File: src/rtl/mips_int_pkg.sv
// Shared types and defaults for the MIPS interrupt controller.
// Optional build macro (used in irq_edge_sync): IRQ_SYNC_EN.
package mips_int_pkg;

   typedef enum logic [1:0] {
      IDLE    = 2'd0,
      REQ     = 2'd1,
      SERVICE = 2'd2
   } int_state_e;

   localparam logic [3:0] MASK_RST_DEF = 4'b0001;

   // Cause-index width; never narrower than one bit, even for a single line.
   function automatic int calc_cw(input int n);
      return (n <= 2) ? 1 : $clog2(n);
   endfunction

endpackage

File: src/rtl/irq_edge_sync.sv
// Per-line rising-edge detector with an optional 2-flop synchroniser in front.
// Build macro: IRQ_SYNC_EN adds the synchroniser (two extra cycles of latency).
module irq_edge_sync #(
   parameter int N = 4
) (
   input  logic         clk,
   input  logic         rst,
   input  logic [N-1:0] irq_in,
   output logic [N-1:0] irq_edge
);

   logic [N-1:0] irq_s;
   logic [N-1:0] irq_q;

   for (genvar i = 0; i < N; i++) begin : g_line
`ifdef IRQ_SYNC_EN
      logic sync1, sync2;
      always_ff @(posedge clk) begin
         if (rst) begin
            sync1 <= 1'b0;
            sync2 <= 1'b0;
         end else begin
            sync1 <= irq_in[i];
            sync2 <= sync1;
         end
      end
      assign irq_s[i] = sync2;
`else
      assign irq_s[i] = irq_in[i];
`endif

      // irq_q clears on reset, so a line held high through reset yields one edge.
      always_ff @(posedge clk) begin
         if (rst) irq_q[i] <= 1'b0;
         else     irq_q[i] <= irq_s[i];
      end

      assign irq_edge[i] = irq_s[i] & ~irq_q[i];
   end

endmodule

File: src/rtl/mips_int_ctrl.sv
// Interrupt controller beside CP0: latches irq edges, masks/prioritises them and
// runs the req/ack/eret handshake with the exception stage. Build macro: IRQ_SYNC_EN.
module mips_int_ctrl
   import mips_int_pkg::*;
#(
   parameter int                 NUM_IRQ  = 4,
   parameter logic [NUM_IRQ-1:0] MASK_RST = NUM_IRQ'(MASK_RST_DEF),
   localparam int                CW       = calc_cw(NUM_IRQ)
) (
   input  logic               clk,
   input  logic               rst,
   input  logic [NUM_IRQ-1:0] irq_in,
   input  logic               mask_we,
   input  logic [NUM_IRQ-1:0] mask_wdata,
   output logic [NUM_IRQ-1:0] mask_rdata,
   output logic               int_req,
   output logic [CW-1:0]      int_cause,
   input  logic               int_ack,
   input  logic [31:0]        epc_in,
   output logic [31:0]        epc_out,
   input  logic               eret,
   output logic               int_active,
   output logic [NUM_IRQ-1:0] pending
);

   int_state_e         state;
   logic               ie;
   logic [NUM_IRQ-1:0] mask_q;
   logic [NUM_IRQ-1:0] irq_edge;
   logic [NUM_IRQ-1:0] clr_vec;
   logic [NUM_IRQ-1:0] pending_nxt;
   logic [NUM_IRQ-1:0] req_vec;
   logic               take_ack;

   irq_edge_sync #(.N(NUM_IRQ)) u_edge (
      .clk      (clk),
      .rst      (rst),
      .irq_in   (irq_in),
      .irq_edge (irq_edge)
   );

   // Index 0 is highest priority: scan downward so the lowest set bit wins.
   function automatic logic [CW-1:0] lowest_idx(input logic [NUM_IRQ-1:0] v);
      lowest_idx = '0;
      for (int i = NUM_IRQ - 1; i >= 0; i--)
         if (v[i]) lowest_idx = CW'(i);
   endfunction

   assign take_ack = (state == REQ) && int_ack;
   assign req_vec  = pending & mask_q;

   always_comb begin
      clr_vec = '0;
      for (int i = 0; i < NUM_IRQ; i++)
         if (take_ack && (CW'(i) == int_cause)) clr_vec[i] = 1'b1;
   end

   // A new edge on the line being acknowledged survives the clear.
   assign pending_nxt = (pending & ~clr_vec) | irq_edge;

   always_ff @(posedge clk) begin
      if (rst) begin
         state      <= IDLE;
         pending    <= '0;
         mask_q     <= MASK_RST;
         ie         <= 1'b1;
         int_req    <= 1'b0;
         int_cause  <= '0;
         epc_out    <= '0;
         int_active <= 1'b0;
      end else begin
         pending <= pending_nxt;
         if (mask_we) mask_q <= mask_wdata;

         case (state)
            IDLE: begin
               if (ie && |req_vec) begin
                  state     <= REQ;
                  int_req   <= 1'b1;
                  int_cause <= lowest_idx(req_vec);
               end
            end
            // Request is committed: mask writes here never withdraw it.
            REQ: begin
               if (int_ack) begin
                  state      <= SERVICE;
                  epc_out    <= epc_in;
                  ie         <= 1'b0;
                  int_req    <= 1'b0;
                  int_active <= 1'b1;
               end
            end
            SERVICE: begin
               if (eret) begin
                  state      <= IDLE;
                  ie         <= 1'b1;
                  int_active <= 1'b0;
               end
            end
            default: begin
               state      <= IDLE;
               int_req    <= 1'b0;
               int_active <= 1'b0;
               ie         <= 1'b1;
            end
         endcase
      end
   end

   assign mask_rdata = mask_q;

endmodule
File: config.mk
export PLATFORM = sky130hd
export DESIGN_NAME = mips_int_ctrl
export DESIGN_NICKNAME = d
export VERILOG_FILES = /design/src/rtl/mips_int_pkg.sv /design/src/rtl/irq_edge_sync.sv /design/src/rtl/mips_int_ctrl.sv
export SDC_FILE = /design/constraint.sdc
export NUM_CORES = 1
export LEC_CHECK = 0
export ABC_AREA = 1
export CAP_MARGIN = 20
export CORE_MARGIN = 2
export CORE_UTILIZATION = 41
export CTS_CLUSTER_DIAMETER = 150
export DETAILED_ROUTE_END_ITERATION = 8
export PLACE_DENSITY = 0.79
export SLEW_MARGIN = 20
export SYNTH_ARGS = -nofsm -noshare
export SYNTH_HDL_FRONTEND = slang
export SYNTH_SLANG_ARGS = --single-unit
File: constraint.sdc
create_clock -name clk -period 1.6 [get_ports clk]
set_clock_uncertainty 0.1 [all_clocks]
set_input_delay 0.16 -clock clk [delete_from_list [all_inputs] [get_ports clk]]
set_output_delay 0.16 -clock clk [all_outputs]
set_load 0.005 [all_outputs]
# Word-level counts from Yosys, hierarchy flattened

Cells that the tools add are included.

$mul: 0
Div/mod/pow operators: 0
Bitwise logic cells: 14
Shift operators: 0
Multiplexer cells: 20
Reduce and logical (&&, ||, !) cells: 14
Equality and inequality tests: 8
$add $sub $neg: 0
Magnitude comparators: 0

Operators by type and width:

| cell                                          | count |
|---|---|
| 2-to-1 mux 2 bit                              | 7 |
| 2-to-1 mux 1 bit                              | 9 |
| case mux 1 bit (3 select lines)               | 3 |
| AND reduction 3 bit                           | 3 |
| bitwise AND 4 bit                             | 2 |
| logical AND 1 bit                             | 6 |
| inequality test 2 bit, second input constant  | 3 |
| inverter 1 bit                                | 6 |
| case mux 2 bit (3 select lines)               | 1 |
| bitwise AND 1 bit                             | 4 |
| == test 2 bit, first input constant           | 2 |
| zero test 2 bit                               | 2 |
| inverter 4 bit                                | 1 |
| bitwise OR 4 bit                              | 1 |
| AND reduction 2 bit                           | 2 |
| OR reduction 4 bit                            | 1 |
| == test 1 x 2 -> 1 bit, first input constant  | 1 |
| == test 2 x 1 -> 1 bit, second input constant | 1 |
| == test 2 bit, second input constant          | 1 |

Input bits: 45
Logic and storage cells: 68
Memories: 0
ROM bits: 0
Output and inout bits: 44
Memory bits (writable): 0
Bits in registers: 51
Latch bits: 0

# Logic depth before layout (Yosys ltp)

Gate-level depths: netlist of the first run.

Word-level depth: 7
Mapped depth: 8
Gate-level depth less buffers: 8

# Hierarchy

A second synthesis of the first run with hierarchy kept.

Cell total of the unflattened synthesis: 246
Area, all modules: 1908.1 sq um

Modules (own cells, without submodules):

| module        | area each (sq um) | cells each | instances | seq. area each (sq um) |
|---|---|---|---|---|
| mips_int_ctrl | 1783.0            | 230        | 1         | 940.9 |
| irq_edge_sync | 125.1             | 16         | 1         | 80.1 |

# Least setup slack after synthesis of the first run

Ideal clock, no wire load.

Kind: reg2reg
Start: reg state[0]
End: reg epc_out[19]
Clock period less this slack: 1.159 ns
Setup time: 0.132 ns
Buffers on the path: 2
Cell stages (with the launch flop): 8
Path slack: 0.441 ns
Required time: 1.368 ns
Data arrival time: 0.927 ns
Cell sequence: dfxtp_1 -> inv_1 -> nor2_4 -> nand2_4 -> buf_6 -> buf_6 -> nand2_1 -> a21oi_2

Word-level cells in the longest chain between the ends: 2

RTL lines:

| what                                 | line                | text |
|---|---|---|
| from (decl)                          | mips_int_ctrl.sv:26 | `int_state_e state;` |
| from (signal assigned)               | mips_int_ctrl.sv:63 | `state <= IDLE;` |
| from (signal assigned)               | mips_int_ctrl.sv:78 | `state <= REQ;` |
| from (signal assigned)               | mips_int_ctrl.sv:86 | `state <= SERVICE;` |
| == test 2 x 1 -> 1 bit               | mips_int_ctrl.sv:75 | `case (state)` |
| AND reduction 2 bit (no source line) | -                   |  |
| to (signal assigned)                 | mips_int_ctrl.sv:87 | `epc_out <= epc_in;` |
| to (decl)                            | mips_int_ctrl.sv:20 | `output logic [31:0] epc_out,` |

Every way passes these cells.
A chain may end at the register's enable or synchronous reset.

# Worst setup path after layout of the first run

Start: reg int_cause[1]
End: out int_cause[1]

RTL lines:

| what                   | line                | text |
|---|---|---|
| from (decl)            | mips_int_ctrl.sv:17 | `output logic [CW-1:0] int_cause,` |
| from (signal assigned) | mips_int_ctrl.sv:80 | `int_cause <= lowest_idx(req_vec);` |

No word-level cell between the ends.

==> results.py, run 1 <==
metrics = {
    "cells_and_area": {
        "drive_above_1_share_pct": 11.0,
        "final_cell_mix": "clkdlybuf4s50_1, nand2_1, dfxtp_1",
        "final_area_sq_um": 2920,
        "antennaDiodeCount": 0,
        "nets": 372,
        "nFillCells": 383,
        "layout_commonest_cell": "clkdlybuf4s50_1",
        "syn_to_final_growth_pct": 50.9,
    },
    "placement": {
        "gp_congestion": 0.796,
        "place_area_sq_um": 2830,
        "dp_hpwl_um": 3320,
        "numPortBuffers": 88,
    },
    "drt": {
        "firstDrtPassIters": 4,
        "vias": 1796,
        "drt_iter0_markers": 129,
        "drc": 0,
        "wire_per_inst_um": 12.0,
        "via_per_inst": 4.74,
        "ant_nets": 0,
        "wl_um": 4530,
    },
    "sta": {
        "fin_crit_sh_pct": 94.4,
        "slew_headroom_pct": 81.6,
        "tns_ps": 0,
        "finalHoldViolations": 0,
        "rsz0062_at_grt": "no",
        "finalSetupViolCount": 0,
        "tightestPinTransition_ps": 274,
        "slew_violations": 0,
        "fmaxAchievable_mhz": 662,
        "fin_crit_ps": 1510,
    },
    "pwr": {
        "p_per_area_nw_per_um2": 928,
        "clkPwrFrac_pct": 27.3,
        "seqPwrFrac_pct": 52.3,
        "pwr-share-comb_pct": 20.4,
        "intPower_mw": 2.01,
        "power_leakage_nw": 1.13,
        "netSwitchingFraction_pct": 25.8,
        "ir_drop_v": 0.000406,
        "power.switching_mw": 0.700,
    },
    "synth": {
        "syn-num-nets": 284,
        "synth_fa_ha_area_share_pct": 0,
        "synth_xor_xnor_area_share_pct": 0,
        "yosys_warnings": 0,
        "synth.largest_area_cell": "dfxtp_1",
        "ys_ff_latch": 51,
        "synth_compound_area_share_pct": 15.3,
        "synthSimpleGateAreaFrac_pct": 23.8,
        "synth.area.mux_share_pct": 0,
        "synth_top_family_by_area": "simple AND/OR/NAND/NOR gates",
        "ys_seq_area_share_pct": 52.7,
        "synth.top_cell.area_share_pct": 52.7,
        "synth_cells": 239,
        "postSynthAreaPerCell_sq_um": 8.10,
        "synth_area_sq_um": 1940,
        "ys_types": 21,
        "synthTopCellsByArea": "dfxtp_1, nand2_1, a21oi_1, a21oi_2, buf_6",
    },
    "clock_network": {
        "clockBufferDepth": 2,
        "ctsHtreeMaxLevel": 2,
        "root_buffer": "clkbuf_8",
        "postCtsSetupBuffers": 0,
        "cts-resized-gates": 0,
        "cts_buffers": 5,
        "cts_tree": "done",
        "cts.reportedPaths.clkPinSlew_ps": 90,
        "holdBufCountCts": 0,
        "clkLatencyLatePin_ps": 300,
        "clock_sinks": 51,
    },
    "global_routing": {
        "grt_max_degree": 33,
        "track_usage_pct": 17.5,
        "grt_pass1_wl_um": 7290,
        "antenna_found_initial": 0,
        "grt_pass1_vias": 1664,
        "grt_overflow": 0,
    },
    "floorplan": {
        "die_h_um": 72.7,
        "die_w_um": 72.7,
        "io_pins": 89,
        "die_area_sq_um": 5290,
        "start_util_pct": 43.6,
        "core_sq_um": 4440,
        "rows": 24,
    },
    "worst_setup_path": {
        "cp-end-kind": "output port",
        "slowest_stage": "clkdlybuf4s50_1",
        "cpPeakStageDelay_ps": 530,
        "crit_family": "buffers and inverters",
        "path_cells": "clkdlybuf4s50_1",
        "worstPathRequired_ps": 1340,
        "path_buf_inv": 1,
        "critPathLaunchType": "flop",
        "arrival_ps": 1250,
        "path_class": "flop to output port",
        "crit_fanout": 5,
    },
    "run": {
        "max_cap_viol_count": 0,
    },
    "status": {
        "status": "finished clean",
    },
    "min_path": {
        "hold_path_class": "input port to flop",
    },
}
## layout make-up
cell class	count	area, sq um	area share (%)
clock buffers	6	82.6	2.83
repair buffers	93	926	31.7
clock inverters	1	5.00	0.171
multi-input cells	159	757	25.9
flip-flops and latches	51	1020	34.9
well taps	52	65.1	2.23
inverters	17	65.1	2.23
## power by group through the flow
| stage | combinational [mW] | clock, mW | sequential [mW] |
|---|---|---|---|
| detailed placement | 0.559 | 0 | 1.45 |
| finish | 0.553 | 0.741 | 1.42 |
| CTS | 0.561 | 0.758 | 1.42 |
| floorplan | 0.260 | 0 | 1.44 |
| global placement | 0.546 | 0 | 1.45 |
| global route | 0.613 | 0.795 | 1.43 |
## sequential cells by signal, summed over array words and instances (netlist names)
signal        count
state             2
epc_out          32
ie                1
int_cause         2
int_active        1
int_req           1
pending           4
u_edge.irq_q      4
mask_rdata        4
## kinds of logic (layout without fill, tap and decap cells)
group,count (synthesis),after routing
and+or+nand+nor,109,109
AOI/OAI and AO/OA,50,50
buffers and inverters,29,117
DFF,51,51
## stage by stage
step / std cells / util, % / power, mW / hold WS, ps / worst slack [ps]
5_1_grt: 379 / 65.7 / 2.84 / 200 / 55.3
4_1_cts: 379 / 65.7 / 2.74 / 167 / 85.8
3_5_place_dp: 372 / 63.8 / 2.00 / 323 / 70.1
6_report: 379 / 65.7 / 2.71 / 171 / 90.2
3_3_place_gp: 372 / 63.8 / 1.99 / 313 / 147
2_1_floorplan: 239 / - / 1.70 / 176 / 441
## synthesized netlist by cell type
| cell | number |
|---|---|
| nand2_4 | 1 |
| clkinv_1 | 1 |
| o21ai_0 | 8 |
| nand2_2 | 10 |
| buf_6 | 6 |
| nand3b_1 | 1 |
| nor3_1 | 2 |
| o22ai_1 | 4 |
| a21oi_1 | 26 |
| o211ai_1 | 1 |
| a21oi_2 | 10 |
| dfxtp_1 | 51 |
| nor2_1 | 10 |
| a31oi_1 | 1 |
| inv_1 | 15 |
| nand2_1 | 80 |
| buf_2 | 2 |
| nor2_4 | 1 |
| clkbuf_1 | 4 |
| nand3_1 | 4 |
| clkinv_2 | 1 |
## metal layers
metal | part of all wire, % | track usage (%) | routed length, um | up-vias
met1 | 45 | 22.0 | 2040 | 782
met4 | 1.6 | 7.20 | 73 | 0
met5 | 0 | 0 | 0 | -
met2 | 45 | 27.8 | 2030 | 75
met3 | 8.5 | 5.39 | 385 | 8
li1 | - | - | - | 931
## tightest hold or removal path, delay by kind of cell
kind	cells	cell delay [ps]
AOI/OAI and AO/OA	1	50
buffers and inverters	2	330
## worst paths after layout
| kind | from | to | slack [ps] | depth (start not counted) |
|---|---|---|---|---|
| min | rst | epc_out[22]$_SDFFE_PP0P_ | 170 | 3 |
| max | int_cause[1]$_SDFFE_PP0P_ | int_cause[1] | 90 | 1 |
| max reg2reg | state[0]$_SDFFE_PP0P_ | epc_out[15]$_SDFFE_PP0P_ | 240 | 7 |
| min reg2reg | u_edge.irq_q[0]$_SDFF_PP0_ | pending[0]$_SDFF_PP0_ | 330 | 1 |
No activity file was read; power rests on OpenSTA's default activity.
==> run 2: changes to the inputs <==
--- a/config.mk
+++ b/config.mk
@@ -12,6 +12,7 @@
 export CTS_CLUSTER_DIAMETER = 150
 export DETAILED_ROUTE_END_ITERATION = 8
 export PLACE_DENSITY = 0.79
+export REMOVE_ABC_BUFFERS = 1
 export SLEW_MARGIN = 20
 export SYNTH_ARGS = -nofsm -noshare
 export SYNTH_HDL_FRONTEND = slang
==> results.py, run 2 (synthesized netlist as in run 1, its figures left out) <==
metrics = {
    "clock_network": {
        "postCtsSetupBuffers": 0,
        "ctsHtreeMaxLevel": 2,
        "cts.reportedPaths.clkPinSlew_ps": 80,
        "clock_sinks": 51,
        "cts-resized-gates": 0,
        "cts_buffers": 5,
        "clkLatencyLatePin_ps": 290,
        "cts_tree": "done",
        "holdBufCountCts": 0,
        "clockBufferDepth": 2,
        "root_buffer": "clkbuf_8",
    },
    "cells_and_area": {
        "final_cell_mix": "clkdlybuf4s50_1, nand2_1, dfxtp_1",
        "max_flop_register": "epc_out",
        "antennaDiodeCount": 0,
        "largest_reg_flops": 32,
        "ff_latch_area_sq_um": 1020,
        "nets": 372,
        "multiInputGateArea_sq_um": 757,
        "nFillCells": 400,
        "drive_above_1_share_pct": 11.0,
        "final_area_sq_um": 2930,
        "layout_commonest_cell": "clkdlybuf4s50_1",
        "syn_to_final_growth_pct": 51.6,
    },
    "placement": {
        "dpl_worst_slack_ps": 55.9,
        "dp_hpwl_um": 3400,
        "place_area_sq_um": 2830,
        "gp_congestion": 0.759,
        "numPortBuffers": 88,
    },
    "sta": {
        "fin_crit_sh_pct": 94.2,
        "fmaxAchievable_mhz": 664,
        "tns_ps": 0,
        "fin_crit_ps": 1510,
        "setup_ws_ps": 93.0,
        "rsz0062_at_grt": "no",
        "finalSetupViolCount": 0,
        "slew_violations": 0,
        "slew_headroom_pct": 77.0,
        "hold_ws_ps": 165,
        "finalHoldViolations": 0,
        "tightestPinTransition_ps": 345,
    },
    "floorplan": {
        "rows": 24,
        "start_util_pct": 43.6,
        "die_h_um": 72.7,
        "core_sq_um": 4440,
        "die_area_sq_um": 5290,
        "io_pins": 89,
        "die_w_um": 72.7,
    },
    "pwr": {
        "ir_drop_v": 0.000552,
        "netSwitchingFraction_pct": 25.1,
        "pwr-share-comb_pct": 20.1,
        "fin_total_pwr_mw": 2.76,
        "power_leakage_nw": 1.13,
        "p_per_area_nw_per_um2": 941,
        "power.switching_mw": 0.693,
        "intPower_mw": 2.07,
        "seqPwrFrac_pct": 51.3,
        "clkPwrFrac_pct": 28.6,
    },
    "global_routing": {
        "antenna_found_initial": 0,
        "grt_max_degree": 33,
        "track_usage_pct": 18.5,
        "grt_overflow": 0,
        "busiest_layer": "met2",
        "grtUsageMet3_pct": 9.12,
        "grt_pass1_vias": 1691,
        "grt_pass1_wl_um": 7620,
        "grtUsageMet2_pct": 29.0,
        "grt_use_met1_pct": 22.3,
    },
    "worst_setup_path": {
        "arrival_ps": 1250,
        "path_cells": "clkdlybuf4s50_1",
        "crit_fanout": 5,
        "crit_family": "buffers and inverters",
        "worstPathRequired_ps": 1340,
        "slowest_stage": "clkdlybuf4s50_1",
        "cpPeakStageDelay_ps": 530,
        "path_class": "flop to output port",
        "critPathLaunchType": "flop",
        "path_buf_inv": 1,
        "cp-end-kind": "output port",
    },
    "drt": {
        "firstDrtPassIters": 4,
        "ant_nets": 0,
        "drt_iter0_markers": 87,
        "wl_um": 4650,
        "drc": 0,
        "wire_per_inst_um": 12.2,
        "via_per_inst": 4.67,
        "vias": 1774,
    },
    "status": {
        "status": "finished clean",
    },
    "run": {
        "max_cap_viol_count": 0,
    },
    "min_path": {
        "hold_path_class": "input port to flop",
    },
}
[run 2: cell count changes in the layout (fill, tap and decap cells not counted), sizes merged]
cell / delta
clkinv: -1
clkbuf: +2
[run 2: power by group through the flow]
stage	clock network, mW	logic (mW)	registers, mW
floorplan	0	0.212	1.44
global placement	0	0.551	1.44
detailed placement	0	0.558	1.44
CTS	0.808	0.560	1.42
global route	0.868	0.614	1.43
finish	0.789	0.554	1.42
[run 2: path summary, 6_finish.rpt]
kind,cells after the start,startpoint,to,slack [ps]
max,1,int_cause[1]$_SDFFE_PP0P_,int_cause[1],90
max reg2reg,7,state[0]$_SDFFE_PP0P_,epc_out[14]$_SDFFE_PP0P_,230
min reg2reg,1,u_edge.irq_q[2]$_SDFF_PP0_,pending[2]$_SDFF_PP0_,330
min,3,rst,state[1]$_SDFFE_PP0P_,160
[run 2: layer usage]
metal	wire, um	vias to the layer above
met5	0	-
met4	34	0
met3	491	4
met2	2160	67
met1	1970	771
li1	-	932
[run 2: cell type report]
class	instances	share of cell area [%]
sequential	51	34.8
timing repair buffer	93	31.6
multi-input combinational	159	25.8
clock buffer	8	3.41
inverter	17	2.22
tap	52	2.22
[run 2: stage by stage]
step,std cells,utilization (%)
2_1_floorplan,227,-
3_3_place_gp,372,63.8
3_5_place_dp,372,63.8
4_1_cts,380,66.0
5_1_grt,380,66.0
6_report,380,66.0
==> run 3: changes to the inputs <==
--- a/config.mk
+++ b/config.mk
@@ -11,6 +11,7 @@
 export CORE_UTILIZATION = 41
 export CTS_CLUSTER_DIAMETER = 150
 export DETAILED_ROUTE_END_ITERATION = 8
+export GPL_TIMING_DRIVEN = 0
 export PLACE_DENSITY = 0.79
 export REMOVE_ABC_BUFFERS = 1
 export SLEW_MARGIN = 20
==> results.py, run 3 (synthesized netlist as in run 1, its figures left out) <==
metrics = {
    "floorplan": {
        "die_area_sq_um": 5290,
        "die_h_um": 72.7,
        "io_pins": 89,
        "start_util_pct": 43.6,
        "rows": 24,
        "die_w_um": 72.7,
        "core_sq_um": 4440,
    },
    "drt": {
        "vias": 1766,
        "drt_iter0_markers": 77,
        "firstDrtPassIters": 4,
        "ant_nets": 0,
        "drc": 0,
        "wl_um": 4460,
        "via_per_inst": 4.71,
        "wire_per_inst_um": 11.9,
    },
    "cells_and_area": {
        "final_cell_mix": "clkdlybuf4s50_1, nand2_1, dfxtp_1",
        "drive_above_1_share_pct": 9.91,
        "nets": 368,
        "layout_commonest_cell": "clkdlybuf4s50_1",
        "max_flop_register": "epc_out",
        "largest_reg_flops": 32,
        "syn_to_final_growth_pct": 50.8,
        "antennaDiodeCount": 0,
    },
    "sta": {
        "tns_ps": 0,
        "fin_crit_sh_pct": 92.4,
        "slew_violations": 0,
        "rsz0062_at_grt": "no",
        "slew_headroom_pct": 71.9,
        "tightestPinTransition_ps": 421,
        "fin_crit_ps": 1480,
        "finalHoldViolations": 0,
        "fmaxAchievable_mhz": 676,
        "finalSetupViolCount": 0,
    },
    "clock_network": {
        "clock_sinks": 51,
        "cts.reportedPaths.clkPinSlew_ps": 80,
        "root_buffer": "clkbuf_8",
        "cts_buffers": 5,
        "ctsHtreeMaxLevel": 2,
        "clkLatencyLatePin_ps": 290,
        "clockBufferDepth": 2,
        "cts_tree": "done",
    },
    "worst_setup_path": {
        "reg2reg_depth": 6,
        "arrival_ps": 1220,
        "crit_family": "buffers and inverters",
        "path_class": "flop to output port",
        "path_cells": "clkdlybuf4s50_1",
        "critPathLaunchType": "flop",
        "worstPathRequired_ps": 1340,
        "path_buf_inv": 1,
        "slowest_stage": "clkdlybuf4s50_1",
        "cp-end-kind": "output port",
        "crit_fanout": 5,
        "crit_cells": 1,
        "cpPeakStageDelay_ps": 530,
    },
    "global_routing": {
        "grt_pass1_wl_um": 7380,
        "grt_overflow": 0,
        "track_usage_pct": 17.6,
        "grt_pass1_vias": 1721,
        "antenna_found_initial": 0,
        "grt_max_degree": 40,
    },
    "pwr": {
        "p_per_area_nw_per_um2": 917,
        "fin_total_pwr_mw": 2.68,
        "ir_drop_v": 0.000663,
        "power_leakage_nw": 1.11,
    },
    "placement": {
        "gp_congestion": 0.760,
        "dp_hpwl_um": 3180,
        "numPortBuffers": 88,
    },
    "status": {
        "status": "finished clean",
    },
    "min_path": {
        "min_path_cells": 2,
        "hold_path_class": "input port to flop",
    },
    "run": {
        "max_cap_viol_count": 0,
    },
}
-- run 3: changes by cell type in the layout (fill, tap and decap cells not counted), sizes merged --
| cell | change |
|---|---|
| buf | -4 |
| clkinv | +1 |
| clkbuf | -2 |
-- run 3: what timing repair did --
item,in CTS,in global routing
gates cloned,0,0
endpoints found under the setup margin,32,18
hold buffers,0,0
setup buffers,0,0
gates resized for setup,2,1
-- run 3: worst paths after layout --
check	start	slack [ps]	end
hold / removal	rst	180	epc_out[24]$_SDFFE_PP0P_
setup reg to reg	state[0]$_SDFFE_PP0P_	210	epc_out[2]$_SDFFE_PP0P_
hold reg to reg	u_edge.irq_q[3]$_SDFF_PP0_	330	pending[3]$_SDFF_PP0_
setup / recovery	int_cause[1]$_SDFFE_PP0P_	120	int_cause[1]
-- run 3: cell type report --
type                            count  area [sq um]
Fill cell                         382          1530
Sequential cell                    51          1020
Timing Repair Buffer               89           903
Multi-Input combinational cell    159           766
Clock buffer                        6          82.6
Inverter                           17          76.3
Tap cell                           52          65.1
Clock inverter                      1          5.00
-- run 3: per-layer routing --
| metal | share of wire (%) | up-vias | GRT usage [%] |
|---|---|---|---|
| met1 | 43 | 773 | 20.2 |
| met2 | 45 | 64 | 29.6 |
| met5 | 0 | - | 0 |
| met4 | 1.0 | 0 | 4.32 |
| met3 | 11 | 6 | 8.43 |
| li1 | - | 923 | - |
-- run 3: report_power, final --
part | switching [mW] | internal, mW
Combinational | 0.249 | 0.305
Sequential | 0.0540 | 1.36
Clock | 0.371 | 0.340
Total | 0.674 | 2.00
-- run 3: stage by stage --
step                utilization (%)  area [sq um]  cells  setup WS, ps  hold WS [ps]
floorplan                         -          1840    227           137           122
global placement               62.8          2790    367         -1650           311
detailed placement             63.3          2810    368          -502           326
CTS                            65.5          2910    375          73.9           171
global route                   65.7          2920    375          52.9           189
finish                         65.7          2920    375           121           181
